<file path="src/rtl/viterbi_decoder.sv">
// viterbi_decoder: hard-decision Viterbi decoder for the rate-1/2, K=3
// convolutional code (g0 = 111, g1 = 101). Four-state add-compare-select
// with saturating, normalized path metrics and a register-exchange survivor
// memory of depth TB_DEPTH. One decoded bit leaves per accepted symbol once
// the survivor memory has filled.
//
// Optional feature macro: VITERBI_ERRCNT_EN adds the err_count port, which
// accumulates the per-symbol minimum metric (an estimate of channel errors).
//
// Handshake: in_valid qualifies sym_in for one cycle and every valid symbol
// is accepted (no ready); out_valid is a one-cycle pulse qualifying data_out.

module viterbi_decoder #(
  parameter int TB_DEPTH = 15,
  parameter int PM_W     = 4
) (
  input  logic        clk,
  input  logic        reset,
  input  logic        in_valid,
  input  logic [1:0]  sym_in,
`ifdef VITERBI_ERRCNT_EN
  output logic [15:0] err_count,
`endif
  output logic        out_valid,
  output logic        data_out
);

  localparam int FC_W = $clog2(TB_DEPTH + 1);
  localparam logic [PM_W-1:0] PM_MAX  = '1;
  localparam logic [PM_W-1:0] PM_BIAS = {1'b1, {(PM_W-1){1'b0}}};

  // Path metrics and survivors. The stored survivor omits its oldest bit:
  // that bit only ever feeds data_out, taken from the freshly exchanged path.
  logic [PM_W-1:0]     pm   [4];
  logic [TB_DEPTH-2:0] path [4];
  logic [FC_W-1:0]     fcnt;

  logic [PM_W-1:0]     cand     [4];
  logic [TB_DEPTH-1:0] new_path [4];
  logic [PM_W-1:0]     m_min;
  logic [1:0]          best;
  logic [FC_W-1:0]     fcnt_next;

  // Hamming distance between two 2-bit symbols.
  function automatic logic [1:0] ham(input logic [1:0] a, input logic [1:0] b);
    logic [1:0] x;
    x = a ^ b;
    return {1'b0, x[0]} + {1'b0, x[1]};
  endfunction

  // Metric plus branch metric, clipped at the largest storable value.
  function automatic logic [PM_W-1:0] sat_add(input logic [PM_W-1:0] a,
                                              input logic [1:0] b);
    logic [PM_W:0] sum;
    sum = {1'b0, a} + {{(PM_W-1){1'b0}}, b};
    return sum[PM_W] ? PM_MAX : sum[PM_W-1:0];
  endfunction

  // ACS for all four next states, minimum search, best-state pick, exchange.
  always_comb begin
    logic [1:0]      nsv;
    logic [1:0]      p0;
    logic [1:0]      p1;
    logic [1:0]      wsel;
    logic [PM_W-1:0] c0;
    logic [PM_W-1:0] c1;
    logic            d;
    for (int ns = 0; ns < 4; ns++) begin
      nsv = 2'(ns);
      d   = nsv[0];
      p0  = {1'b0, nsv[1]};
      p1  = {1'b1, nsv[1]};
      // Expected symbol {d^s1, d^s0^s1}; s0 of both predecessors is nsv[1].
      c0  = sat_add(pm[p0], ham(sym_in, {d,        d ^ nsv[1]}));
      c1  = sat_add(pm[p1], ham(sym_in, {d ^ 1'b1, d ^ nsv[1] ^ 1'b1}));
      // Ties favour the predecessor whose s1 is 0.
      if (c1 < c0) begin
        cand[ns] = c1;
        wsel     = p1;
      end else begin
        cand[ns] = c0;
        wsel     = p0;
      end
      new_path[ns] = {path[wsel], d};
    end

    m_min = cand[0];
    for (int i = 1; i < 4; i++) begin
      if (cand[i] < m_min) m_min = cand[i];
    end

    // Lowest-index state that reaches the minimum.
    best = 2'd0;
    for (int i = 3; i >= 0; i--) begin
      if (cand[i] == m_min) best = 2'(i);
    end

    fcnt_next = (fcnt == FC_W'(TB_DEPTH)) ? fcnt : fcnt + 1'b1;
  end

  // Metric/survivor update, fill counter and registered outputs.
  always_ff @(posedge clk) begin
    if (!reset) begin
      pm[0] <= '0;
      for (int i = 1; i < 4; i++) pm[i] <= PM_BIAS;
      for (int i = 0; i < 4; i++) path[i] <= '0;
      fcnt      <= '0;
      out_valid <= 1'b0;
      data_out  <= 1'b0;
    end else if (in_valid) begin
      for (int i = 0; i < 4; i++) begin
        pm[i]   <= cand[i] - m_min;
        path[i] <= new_path[i][TB_DEPTH-2:0];
      end
      fcnt      <= fcnt_next;
      out_valid <= (fcnt_next == FC_W'(TB_DEPTH));
      data_out  <= new_path[best][TB_DEPTH-1];
    end else begin
      out_valid <= 1'b0;
    end
  end

`ifdef VITERBI_ERRCNT_EN
  // Accumulate the per-symbol minimum metric, saturating at 16'hFFFF.
  always_ff @(posedge clk) begin
    logic [16:0] acc;
    acc = {1'b0, err_count} + 17'(m_min);
    if (!reset) begin
      err_count <= '0;
    end else if (in_valid) begin
      err_count <= acc[16] ? 16'hFFFF : acc[15:0];
    end
  end
`endif

endmodule

</file>
<file path="config.mk">
export PLATFORM = sky130hd
export DESIGN_NAME = viterbi_decoder
export DESIGN_NICKNAME = d
export VERILOG_FILES = /design/src/rtl/viterbi_decoder.sv
export SDC_FILE = /design/constraint.sdc
export NUM_CORES = 1
export LEC_CHECK = 0
export BUFFER_PORTS_ARGS = -buffer_cell sky130_fd_sc_hd__buf_2
export CAP_MARGIN = 5
export CELL_PAD_IN_SITES_DETAIL_PLACEMENT = 0
export CELL_PAD_IN_SITES_GLOBAL_PLACEMENT = 1
export CORE_UTILIZATION = 55
export DETAILED_ROUTE_END_ITERATION = 10
export PLACE_DENSITY = 0.92
export SETUP_SLACK_MARGIN = 0.15
export SYNTH_ARGS = -nofsm -noshare
export SYNTH_HDL_FRONTEND = slang
export SYNTH_SLANG_ARGS = --single-unit
export TNS_END_PERCENT = 50
</file>
<file path="constraint.sdc">
create_clock -name clk -period 17.35 [get_ports clk]
set_input_delay 3.47 -clock clk [delete_from_list [all_inputs] [get_ports clk]]
set_output_delay 3.47 -clock clk [all_outputs]
set_load 0.1 [all_outputs]
</file>
==> metrics.md, run 1 <==
| Metric | Value |
|---|---|
| Vias in the first global route | `4083` |
| Max-slew headroom | `0.3378` |
| I/O Buffers | `6` |
| Final design area excluding fillers | `6151 um2` |
| Ys Warns | `0` |
| Tmin final | `12750 ps` |
| Mapped Nets | `653` |
| Max Fclk | `0.07843 GHz` |
| Most frequent cells in the layout | `84 x nor2_1, 67 x edfxtp_1, 62 x mux2i_1, 56 x ha_1, 47 x inv_1` |
| CTS Hold Bufs | `0` |
| Postcts setup bufs | `0` |
| Number of synthesized flops with an enable pin | `67` |
| Ys async rst share | `0` |
| DIE HEIGHT | `104.7 um` |
| CTS clock-pin slew for the worst setup and hold paths | `80 ps` |
| CTS tree | `done` |
| H-tree levels | `3` |
| Non-Filler Instances | `724` |
| Critical Path AT | `13000 ps` |
| Layout cells sized above 1 | `0.08333` |
| GPL Wtd Cong | `0.9030` |
| Post-DR vias/cell | `5.867` |
| Status | `finished clean` |
| Setup violations, final | `0` |
| CP max stage cell | `o21ai_2` |
| DPL Wire Length | `8.740 mm` |
| Max cap viols | `0` |
| Crit-path max FO | `14` |
| Period Utilization, post-route | `0.7349` |
| N_diodes | `0` |
| Slew @ Worst Pin | `993.2 ps` |
| Final hold violations | `0` |
| Die area | `10970 um2` |
| Max clock buf depth | `2` |
| Die X | `104.7 um` |
| CP endpoint kind | `flop` |
| Worst path required time | `17600 ps` |
| CP max stage delay | `800 ps` |
| # rows | `37` |
| Via count | `4248` |
| Synth Flop Type | `edfxtp_1` |
| Critical R2R Launch | `pm[0][0]` |
| Mapped Area | `5806 um2` |
| First-pass GRT wire length | `19.58 mm` |
| Largest net degree at the start of global routing | `63` |
| Pre-antenna DRT Iters | `4` |
| Max Slew Vio Count | `0` |
| Starting DRC count in detailed routing | `223` |
| Area growth, synth to finish | `5.948%` |
| Critical Path Start Type | `primary input` |
| Setup CP Type | `primary input to flop` |
| Seq cells post-synth | `74` |
| Routed wire length | `11.83 mm` |
| RSZ-0062 raised after global routing | `no` |
| Post-synth cell types | `61` |
| Placed insts | `708` |
| Mapped Avg Cell Area | `9.941 um2` |
| Worst-Skew Late Latency | `350 ps` |
| Initial Utilization | `0.5649` |
| Num CTS Buffers | `9` |
| Cell Area, Placed | `5951 um2` |
| Mapped Cells | `584` |
| Most common cell after layout, fill and taps aside | `nor2_1` |
| WL/cell | `16.34 um` |
| Core area | `10280 um2` |
| Sequential area share after synthesis | `0.3707` |
| CP Launch Point | `sym_in[0]` |
| Sum of negative setup slack | `0 ps` |
| Most frequent CP cell | `ha_1` |
| Hold slack | `478.1 ps` |
| Hold Startpoint | `data_out` |
| Root Buffer | `clkbuf_8` |
| Min-delay worst type | `flop to flop` |
| Grt ovf | `0` |
| Remaining DRCs | `0` |
| Tot GR Track Use | `0.2255` |
| I/O Pins | `7` |
| Initial antenna violation count | `0` |
| Layout Nets | `652` |
| Sink Count | `74` |
| Clock Skew | `17.69 ps` |
| ANT nets after route | `0` |
| Gates resized, CTS repair | `0` |
state kept, by name, indices dropped and copies added (netlist names):
register,count
fcnt,4
out_valid,1
path,52
data_out,1
pm,16
area by class of cell:
type	instances	area [um2]
Fill cell	886	4126
Multi-Input combinational cell	439	3385
Sequential cell	74	2152
Inverter	49	183.9
Tap cell	136	170.2
Clock buffer	10	127.6
Clock inverter	6	72.57
Timing Repair Buffer	10	60.06
through the flow:
step | util | setup slack, ps
detailed placement | 0.5790 | 4347
finish | 0.5985 | 4599
global placement | 0.5790 | 4814
floorplan | - | 6026
CTS | 0.5985 | 4692
global route | 0.5985 | 3961
synthesized netlist by cell type (4+ instances only):
library cell | count | area share
a211oi_1 | 5 | 0.0065
a21o_1 | 14 | 0.018
a21oi_1 | 29 | 0.025
a22oi_1 | 4 | 0.0052
a31oi_1 | 7 | 0.0075
and2_1 | 5 | 0.0054
and3_1 | 6 | 0.0065
buf_2 | 4 | 0.0034
clkbuf_1 | 17 | 0.011
dfxtp_1 | 7 | 0.024
edfxtp_1 | 67 | 0.35
fa_1 | 8 | 0.028
ha_1 | 56 | 0.12
inv_1 | 48 | 0.031
mux2_2 | 9 | 0.017
mux2i_1 | 62 | 0.11
nand2_1 | 31 | 0.020
nand2b_1 | 9 | 0.0097
nand3_1 | 6 | 0.0052
nand4_1 | 7 | 0.0075
nor2_1 | 84 | 0.054
nor2b_1 | 4 | 0.0043
nor3_1 | 4 | 0.0034
o211ai_1 | 4 | 0.0052
o21a_1 | 5 | 0.0065
o21ai_0 | 13 | 0.011
xnor2_1 | 5 | 0.0075
xor2_1 | 11 | 0.017
logic make-up after synthesis:
group / Yosys count / synth area share
muxes: 73 / 0.1295
xor gates and xnor gates: 17 / 0.02802
DFF: 74 / 0.3707
adders and majority gates: 65 / 0.1500
AOI/OAI and AO/OA: 113 / 0.1382
and+or+nand+nor: 171 / 0.1362
buffers and inverters: 71 / 0.04741
final timing paths:
path | end | slack [ps] | depth (start not counted)
setup / recovery | data_out | 4600 | 44
hold / removal | data_out | 480 | 1
setup reg to reg | data_out | 7890 | 41
hold reg to reg | data_out | 480 | 1
worst max-delay path: cells and delay by family:
kind                       cells  cell delay (ps)
AOI/OAI and AO/OA             15             3510
adders and majority gates      7             2210
buffers and inverters          4              350
muxes                          6             1930
and+or+nand+nor               12             1490
per-layer routing:
metal | part of all wire | track usage | wire (um) | vias to the layer above
met5 | 0 | 0 | 0 | -
met4 | 0.015 | 0.06740 | 174 | 0
met3 | 0.038 | 0.03306 | 454 | 17
met2 | 0.48 | 0.3780 | 5642 | 86
met1 | 0.47 | 0.3025 | 5557 | 2039
li1 | - | - | - | 2106
Power of run 1 is not shown: default switching activity piles up to over one toggle a cycle in this logic, so the estimate is an artifact.
==> run 2: changes to the inputs <==
--- a/config.mk
+++ b/config.mk
@@ -5,13 +5,14 @@
 export SDC_FILE = /design/constraint.sdc
 export NUM_CORES = 1
 export LEC_CHECK = 0
+export ABC_AREA = 1
 export BUFFER_PORTS_ARGS = -buffer_cell sky130_fd_sc_hd__buf_2
 export CAP_MARGIN = 5
 export CELL_PAD_IN_SITES_DETAIL_PLACEMENT = 0
 export CELL_PAD_IN_SITES_GLOBAL_PLACEMENT = 1
-export CORE_UTILIZATION = 55
+export CORE_UTILIZATION = 49
 export DETAILED_ROUTE_END_ITERATION = 10
-export PLACE_DENSITY = 0.92
+export PLACE_DENSITY = 0.87
 export SETUP_SLACK_MARGIN = 0.15
 export SYNTH_ARGS = -nofsm -noshare
 export SYNTH_HDL_FRONTEND = slang
==> constraint.sdc (replaced) <==
create_clock -name clk -period 12.4 [get_ports clk]
set_input_delay 2.48 -clock clk [delete_from_list [all_inputs] [get_ports clk]]
set_output_delay 2.48 -clock clk [all_outputs]
set_load 0.1 [all_outputs]
==> run 2 against run 1 <==
Setup slack worse by 2000 ps. Area after synthesis down 5.5%. Sequential cell count unchanged.
==> metrics.md, run 2 <==
| Metric | Value |
|---|---|
| Initial antenna violation count | `0 (unchanged)` |
| Layout Nets | `747 (was 652)` |
| Ys Warns | `0 (unchanged)` |
| Simple-gate area share of the yosys netlist | `0.2336 (was 0.1362)` |
| CTS Hold Bufs | `0 (unchanged)` |
| Ys async rst share | `0 (unchanged)` |
| CTS clock-pin slew for the worst setup and hold paths | `80 ps (about the same)` |
| Die X | `107.8 um (was 104.7 um)` |
| CP endpoint kind | `flop (unchanged)` |
| Core area | `10890 um2 (was 10280 um2)` |
| Mapped Area | `5489 um2 (was 5806 um2)` |
| CTS tree | `done (unchanged)` |
| Status | `finished clean (unchanged)` |
| Routed wire length | `12.16 mm (was 11.83 mm)` |
| Met3 Wirelength | `607 um (was 454 um)` |
| N_diodes | `0 (unchanged)` |
| Most frequent cells in the layout | `126 x nor2_1, 95 x nand2_1, 82 x inv_1, 80 x o21ai_0, 67 x edfxtp_1 (was 84 x nor2_1, 67 x edfxtp_1, 62 x mux2i_1, 56 x ha_1, 47 x inv_1)` |
| RSZ-0062 raised after global routing | `no (unchanged)` |
| Mapped Nets | `745 (was 653)` |
| Max Slew Vio Count | `0 (unchanged)` |
| Number of synthesized flops with an enable pin | `67 (unchanged)` |
| Min-delay worst type | `flop to flop (unchanged)` |
| Max Fclk | `0.1017 GHz` |
| Fillcell total | `1016 (was 886)` |
| Cell with the most instances after synthesis | `nor2_1 (unchanged)` |
| Top Registers | `path: 52 flops, pm: 16 flops, fcnt: 4 flops (unchanged)` |
| Largest net degree at the start of global routing | `70 (was 63)` |
| Compound-Gate Fraction of Synth Area | `0.1333 (was 0.1381)` |
| Largest area contributor in the netlist | `edfxtp_1 (unchanged)` |
| Critical Path Start Type | `primary input (unchanged)` |
| Tmin final | `9831 ps` |
| Seq cells post-synth | `74 (unchanged)` |
| Multi-input logic area | `2948 um2 (was 3385 um2)` |
| DIE HEIGHT | `107.8 um (was 104.7 um)` |
| Top reg by flops | `path (unchanged)` |
| Area growth, synth to finish | `5.904% (was 5.948%)` |
| Max FFs per register | `52 (unchanged)` |
| Vias in the first global route | `3995 (was 4083)` |
| Tot GR Track Use | `0.2217 (was 0.2255)` |
| First-pass GRT wire length | `19.60 mm (was 19.58 mm)` |
| Crit-path max FO | `15 (was 14)` |
| Pre-antenna DRT Iters | `5 (was 4)` |
| Post-Synth Adder-Cell Area | `0.1568 (was 0.1500)` |
| Via count | `4416 (was 4248)` |
| Setup violations, final | `0 (unchanged)` |
| CP max stage delay | `480 ps (was 800 ps)` |
| Slew @ Worst Pin | `1116 ps (was 993.2 ps)` |
| Most frequent CP cell | `nand2_1 (was ha_1)` |
| Num CTS Buffers | `9 (unchanged)` |
| ANT nets after route | `0 (unchanged)` |
| CP max stage cell | `or3b_2 (was o21ai_2)` |
| Sequential Area | `2152 um2 (unchanged)` |
| Die area | `11630 um2 (was 10970 um2)` |
| Mapped Avg Cell Area | `8.120 um2 (was 9.941 um2)` |
| Sum of negative setup slack | `0 ps (unchanged)` |
| Util after Layout | `0.5339 (was 0.5985)` |
| Starting DRC count in detailed routing | `275 (was 223)` |
| GPL Wtd Cong | `0.8572 (was 0.9030)` |
| Setup CP Type | `primary input to flop (unchanged)` |
| Max clock buf depth | `2 (unchanged)` |
| Post-synth cell types | `38 (was 61)` |
| Met2 wire length | `5.431 mm (was 5.642 mm)` |
| Root Buffer | `clkbuf_8 (unchanged)` |
| Post-synthesis mux area share | `0 (was 0.1295)` |
| Area contributors post-synth | `edfxtp_1 37%, ha_1 13%, nor2_1 8.6% (was edfxtp_1 35%, ha_1 12%, mux2i_1 11%)` |
| Synth top cells by count | `126 x nor2_1, 96 x nand2_1, 82 x inv_1 (was 84 x nor2_1, 67 x edfxtp_1, 62 x mux2i_1)` |
| Max-slew headroom | `0.2554 (was 0.3378)` |
| Period Utilization, post-route | `0.7928` |
| WL/cell | `14.77 um (was 16.34 um)` |
| Post-DR vias/cell | `5.366 (was 5.867)` |
| Initial Utilization | `0.5041 (was 0.5649)` |
| Worst-Skew Late Latency | `360 ps (was 350 ps)` |
| Clock Skew | `13.24 ps (was 17.69 ps)` |
| I/O Buffers | `6 (unchanged)` |
| Sequential area share after synthesis | `0.3921 (was 0.3707)` |
| Layout cells sized above 1 | `0.09517 (was 0.08333)` |
| I/O Pins | `7 (unchanged)` |
| Max cap viols | `0 (unchanged)` |
| Metal-1 WL | `6.036 mm (was 5.557 mm)` |
| Grt ovf | `0 (unchanged)` |
| Remaining DRCs | `0 (unchanged)` |
| DPL Wire Length | `9.060 mm (was 8.740 mm)` |
| Most common cell after layout, fill and taps aside | `nor2_1 (unchanged)` |
| H-tree levels | `3 (unchanged)` |
| Critical Path AT | `10130 ps (was 13000 ps)` |
| Final hold violations | `0 (unchanged)` |
| Sink Count | `74 (unchanged)` |
| Main combinational cell family by area after synthesis | `simple AND/OR/NAND/NOR gates (was adder cells)` |
| Synth Flop Type | `edfxtp_1 (unchanged)` |
| # rows | `38 (was 37)` |
| Worst path required time | `12700 ps (was 17600 ps)` |
| Mapped Cells | `676 (was 584)` |
| Gates resized, CTS repair | `0 (unchanged)` |
| Synth Area in XOR/XNOR | `0.01276 (was 0.02802)` |
| Postcts setup bufs | `0 (unchanged)` |
| DR top layer | `met4 (unchanged)` |
| Synth top area share | `0.3665 (was 0.3466)` |
run 2: cell families after synthesis:
group / Yosys count
DFF: 74
buffers and inverters: 104
adders and majority gates: 64
AOI/OAI and AO/OA: 135
xor gates and xnor gates: 8
and+or+nand+nor: 291
run 2: path summary, 6_finish.rpt:
path              startpoint    endpoint  slack [ps]  depth (start not counted)
setup / recovery   sym_in[0]    data_out        2570                         45
hold / removal    path[1][0]  path[1][0]         440                          2
setup reg to reg    pm[0][0]    data_out        4860                         42
hold reg to reg   path[1][0]  path[1][0]         440                          2
run 2: metrics by stage:
stage | instances | worst slack [ps] | area [um2] | hold slack (ps)
after detailed placement | 807 | 2187 | 5643 | 433.1
after global placement | 807 | 2483 | 5643 | 434.1
after global routing | 823 | 1839 | 5813 | 466.7
after floorplan | 676 | 4001 | 5489 | 421.9
after CTS | 823 | 2570 | 5813 | 445.4
final | 823 | 2569 | 5813 | 441.8
run 2: critical path: cells and delay by family:
| kind | cells | cell delay [ps] |
|---|---|---|
| AOI/OAI and AO/OA | 10 | 2350 |
| and+or+nand+nor | 20 | 2200 |
| adders and majority gates | 7 | 2070 |
| buffers and inverters | 8 | 1020 |
run 2: cell type report:
| class | instances | area share |
|---|---|---|
| multi-input combinational | 498 | 0.5071 |
| inverter | 88 | 0.05682 |
| timing repair buffer | 7 | 0.006457 |
| clock buffer | 10 | 0.02195 |
| tap | 140 | 0.03013 |
| sequential | 74 | 0.3702 |
| clock inverter | 6 | 0.007318 |
run 2: routing by layer:
layer | GRT usage | up-vias
met4 | 0.05675 | 0
met3 | 0.03814 | 10
met5 | 0 | -
met2 | 0.3407 | 121
met1 | 0.3222 | 2039
li1 | - | 2246
Power of run 2 is left out for the same reason.
==> run 3: changes to the inputs <==
--- a/config.mk
+++ b/config.mk
@@ -10,9 +10,9 @@
 export CAP_MARGIN = 5
 export CELL_PAD_IN_SITES_DETAIL_PLACEMENT = 0
 export CELL_PAD_IN_SITES_GLOBAL_PLACEMENT = 1
-export CORE_UTILIZATION = 49
+export CORE_UTILIZATION = 44
 export DETAILED_ROUTE_END_ITERATION = 10
-export PLACE_DENSITY = 0.87
+export PLACE_DENSITY = 0.83
 export SETUP_SLACK_MARGIN = 0.15
 export SYNTH_ARGS = -nofsm -noshare
 export SYNTH_HDL_FRONTEND = slang
==> constraint.sdc (replaced) <==
create_clock -name clk -period 9 [get_ports clk]
set_input_delay 1.8 -clock clk [delete_from_list [all_inputs] [get_ports clk]]
set_output_delay 1.8 -clock clk [all_outputs]
set_load 0.1 [all_outputs]
==> run 3 against run 2 <==
Largest cell class unchanged. Global-route usage fell by 1.9 points. Critical path type unchanged. Non-clock buffer count is 8 higher. First-iteration DRC count up 18%. Setup slack got worse by 1800 ps. Critical endpoint unchanged.
==> metrics.md, run 3 (same netlist as run 2, synthesis figures left out) <==
| Metric | Value |
|---|---|
| Max clock buf depth | `2 (unchanged)` |
| Starting DRC count in detailed routing | `324 (was 275)` |
| Critical R2R Launch | `pm[0][0] (unchanged)` |
| Tot GR Track Use | `0.2030 (was 0.2217)` |
| Vias in the first global route | `4050 (was 3995)` |
| H-tree levels | `3 (unchanged)` |
| CP endpoint kind | `flop (unchanged)` |
| WL/cell | `13.99 um (was 14.77 um)` |
| Area growth, synth to finish | `9.939% (was 5.904%)` |
| Final hold violations | `0 (unchanged)` |
| Period Utilization, post-route | `0.9091` |
| Die area | `12930 um2 (was 11630 um2)` |
| Met3 Wirelength | `489 um (was 607 um)` |
| DPL Wire Length | `8.869 mm (was 9.060 mm)` |
| Top Registers | `path: 52 flops, pm: 16 flops, fcnt: 4 flops (unchanged)` |
| N_diodes | `0 (unchanged)` |
| Core area | `12060 um2 (was 10890 um2)` |
| Max cap viols | `0 (unchanged)` |
| Min-delay worst type | `flop to flop (unchanged)` |
| DR top layer | `met4 (unchanged)` |
| RSZ-0062 raised after global routing | `no (unchanged)` |
| Most frequent CP cell | `nand2_1 (unchanged)` |
| Sink Count | `74 (unchanged)` |
| Postcts setup bufs | `0 (unchanged)` |
| R2r setup slk | `2450 ps (was 4860 ps)` |
| GPL Wtd Cong | `0.8985 (was 0.8572)` |
| Via count | `4391 (was 4416)` |
| Crit-path max FO | `15 (unchanged)` |
| Routed wire length | `12.01 mm (was 12.16 mm)` |
| Stages on worst setup path | `49 (was 45)` |
| Largest net degree at the start of global routing | `59 (was 70)` |
| Post-DR vias/cell | `5.118 (was 5.366)` |
| Max Fclk | `0.1222 GHz` |
| Max FFs per register | `52 (unchanged)` |
| Sum of negative setup slack | `0 ps (unchanged)` |
| Metal-1 WL | `5.931 mm (was 6.036 mm)` |
| Root Buffer | `clkbuf_16 (was clkbuf_8)` |
| Tmin final | `8182 ps` |
| Setup violations, final | `0 (unchanged)` |
| Layout Nets | `755 (was 747)` |
| First-pass GRT wire length | `20.22 mm (was 19.60 mm)` |
| Top reg by flops | `path (unchanged)` |
| Die X | `113.7 um (was 107.8 um)` |
| CP max stage cell | `or3b_2 (unchanged)` |
| Crit path buf inv count | `8 (unchanged)` |
| Most frequent cells in the layout | `126 x nor2_1, 95 x nand2_1, 82 x inv_1, 77 x o21ai_0, 67 x edfxtp_1 (was 126 x nor2_1, 95 x nand2_1, 82 x inv_1, 80 x o21ai_0, 67 x edfxtp_1)` |
| CTS tree | `done (unchanged)` |
| ANT nets after route | `0 (unchanged)` |
| Met2 wire length | `5.419 mm (was 5.431 mm)` |
| Layout cells sized above 1 | `0.1087 (was 0.09517)` |
| CTS clock-pin slew for the worst setup and hold paths | `60 ps (was 80 ps)` |
| Initial antenna violation count | `0 (unchanged)` |
| Pre-antenna DRT Iters | `5 (unchanged)` |
| I/O Buffers | `6 (unchanged)` |
| R2R Path End | `data_out (unchanged)` |
| Hold Crit Depth | `2 (unchanged)` |
| Grt ovf | `0 (unchanged)` |
| Max Slew Vio Count | `0 (unchanged)` |
| CTS Hold Bufs | `0 (unchanged)` |
| Hold Crit Endpoint | `path[1][0] (unchanged)` |
| Gates resized, CTS repair | `0 (unchanged)` |
| Status | `finished clean (unchanged)` |
| Reg2Reg Depth | `46 (was 42)` |
| Most common cell after layout, fill and taps aside | `nor2_1 (unchanged)` |
| I/O Pins | `7 (unchanged)` |
| Setup CP Type | `primary input to flop (unchanged)` |
| Max-slew headroom | `0.2436 (was 0.2554)` |
| Remaining DRCs | `0 (unchanged)` |
| Worst path top cell family by delay | `simple AND/OR/NAND/NOR gates (was compound AO/OA/AOI/OAI gates)` |
| # rows | `40 (was 38)` |
| Initial Utilization | `0.4551 (was 0.5041)` |
| Num CTS Buffers | `9 (unchanged)` |
| Critical Path AT | `8410 ps (was 10130 ps)` |
| Hold Startpoint | `path[1][0] (unchanged)` |
| DIE HEIGHT | `113.7 um (was 107.8 um)` |
| Critical Path Start Type | `primary input (unchanged)` |
| CP max stage delay | `490 ps (was 480 ps)` |
| Worst-Skew Late Latency | `340 ps (was 360 ps)` |
| Clock Skew | `6.656 ps (was 13.24 ps)` |
| Fillcell total | `1110 (was 1016)` |
| Worst path required time | `9220 ps (was 12700 ps)` |
| Slew @ Worst Pin | `1133 ps (was 1116 ps)` |
[run 3: how the worst max path moves through the flow]
stage	start	end	slack, ps
after global routing	sym_in[0]	data_out	180
after global placement	sym_in[0]	data_out	330
after detailed placement	sym_in[0]	data_out	10
final	sym_in[0]	data_out	820
after CTS	sym_in[0]	data_out	370
after floorplan	sym_in[0]	data_out	1280
[run 3: worst reg2reg max path, delay by kind of cell (launching register included)]
kind            cells  cell delay [ps]
flops               1              400
buf+inv             6              530
fa+ha+maj           6             1720
simple gates       26             2520
compound gates      8             1280
[run 3: cell type report]
class | count | area, um2 | share of cell area
multi-input cells | 498 | 2959 | 0.4904
flip-flops and latches | 74 | 2152 | 0.3566
inverters | 88 | 330.3 | 0.05474
clock buffers | 10 | 229.0 | 0.03794
well taps | 168 | 210.2 | 0.03483
repair buffers | 15 | 97.59 | 0.01617
clock inverters | 5 | 56.30 | 0.009330
[run 3: through the flow]
step / hold slack [ps] / setup WS, ps / instances / cell area (um2) / utilization
6_report: 445.2 / 818.3 / 858 / 6035 / 0.5003
5_1_grt: 495.0 / 175.5 / 858 / 6035 / 0.5003
4_1_cts: 445.6 / 367.3 / 858 / 6023 / 0.4994
3_5_place_dp: 438.2 / 14.65 / 843 / 5738 / 0.4757
3_3_place_gp: 428.7 / 332.9 / 843 / 5738 / 0.4757
2_1_floorplan: 421.9 / 1281 / 676 / 5489 / -
[run 3: layer usage]
metal / up-vias / GRT usage
li1: 2260 / -
met1: 2027 / 0.2867
met2: 92 / 0.3199
met3: 12 / 0.03560
met4: 0 / 0.05789
met5: - / 0
Power of run 3 is left out for the same reason.
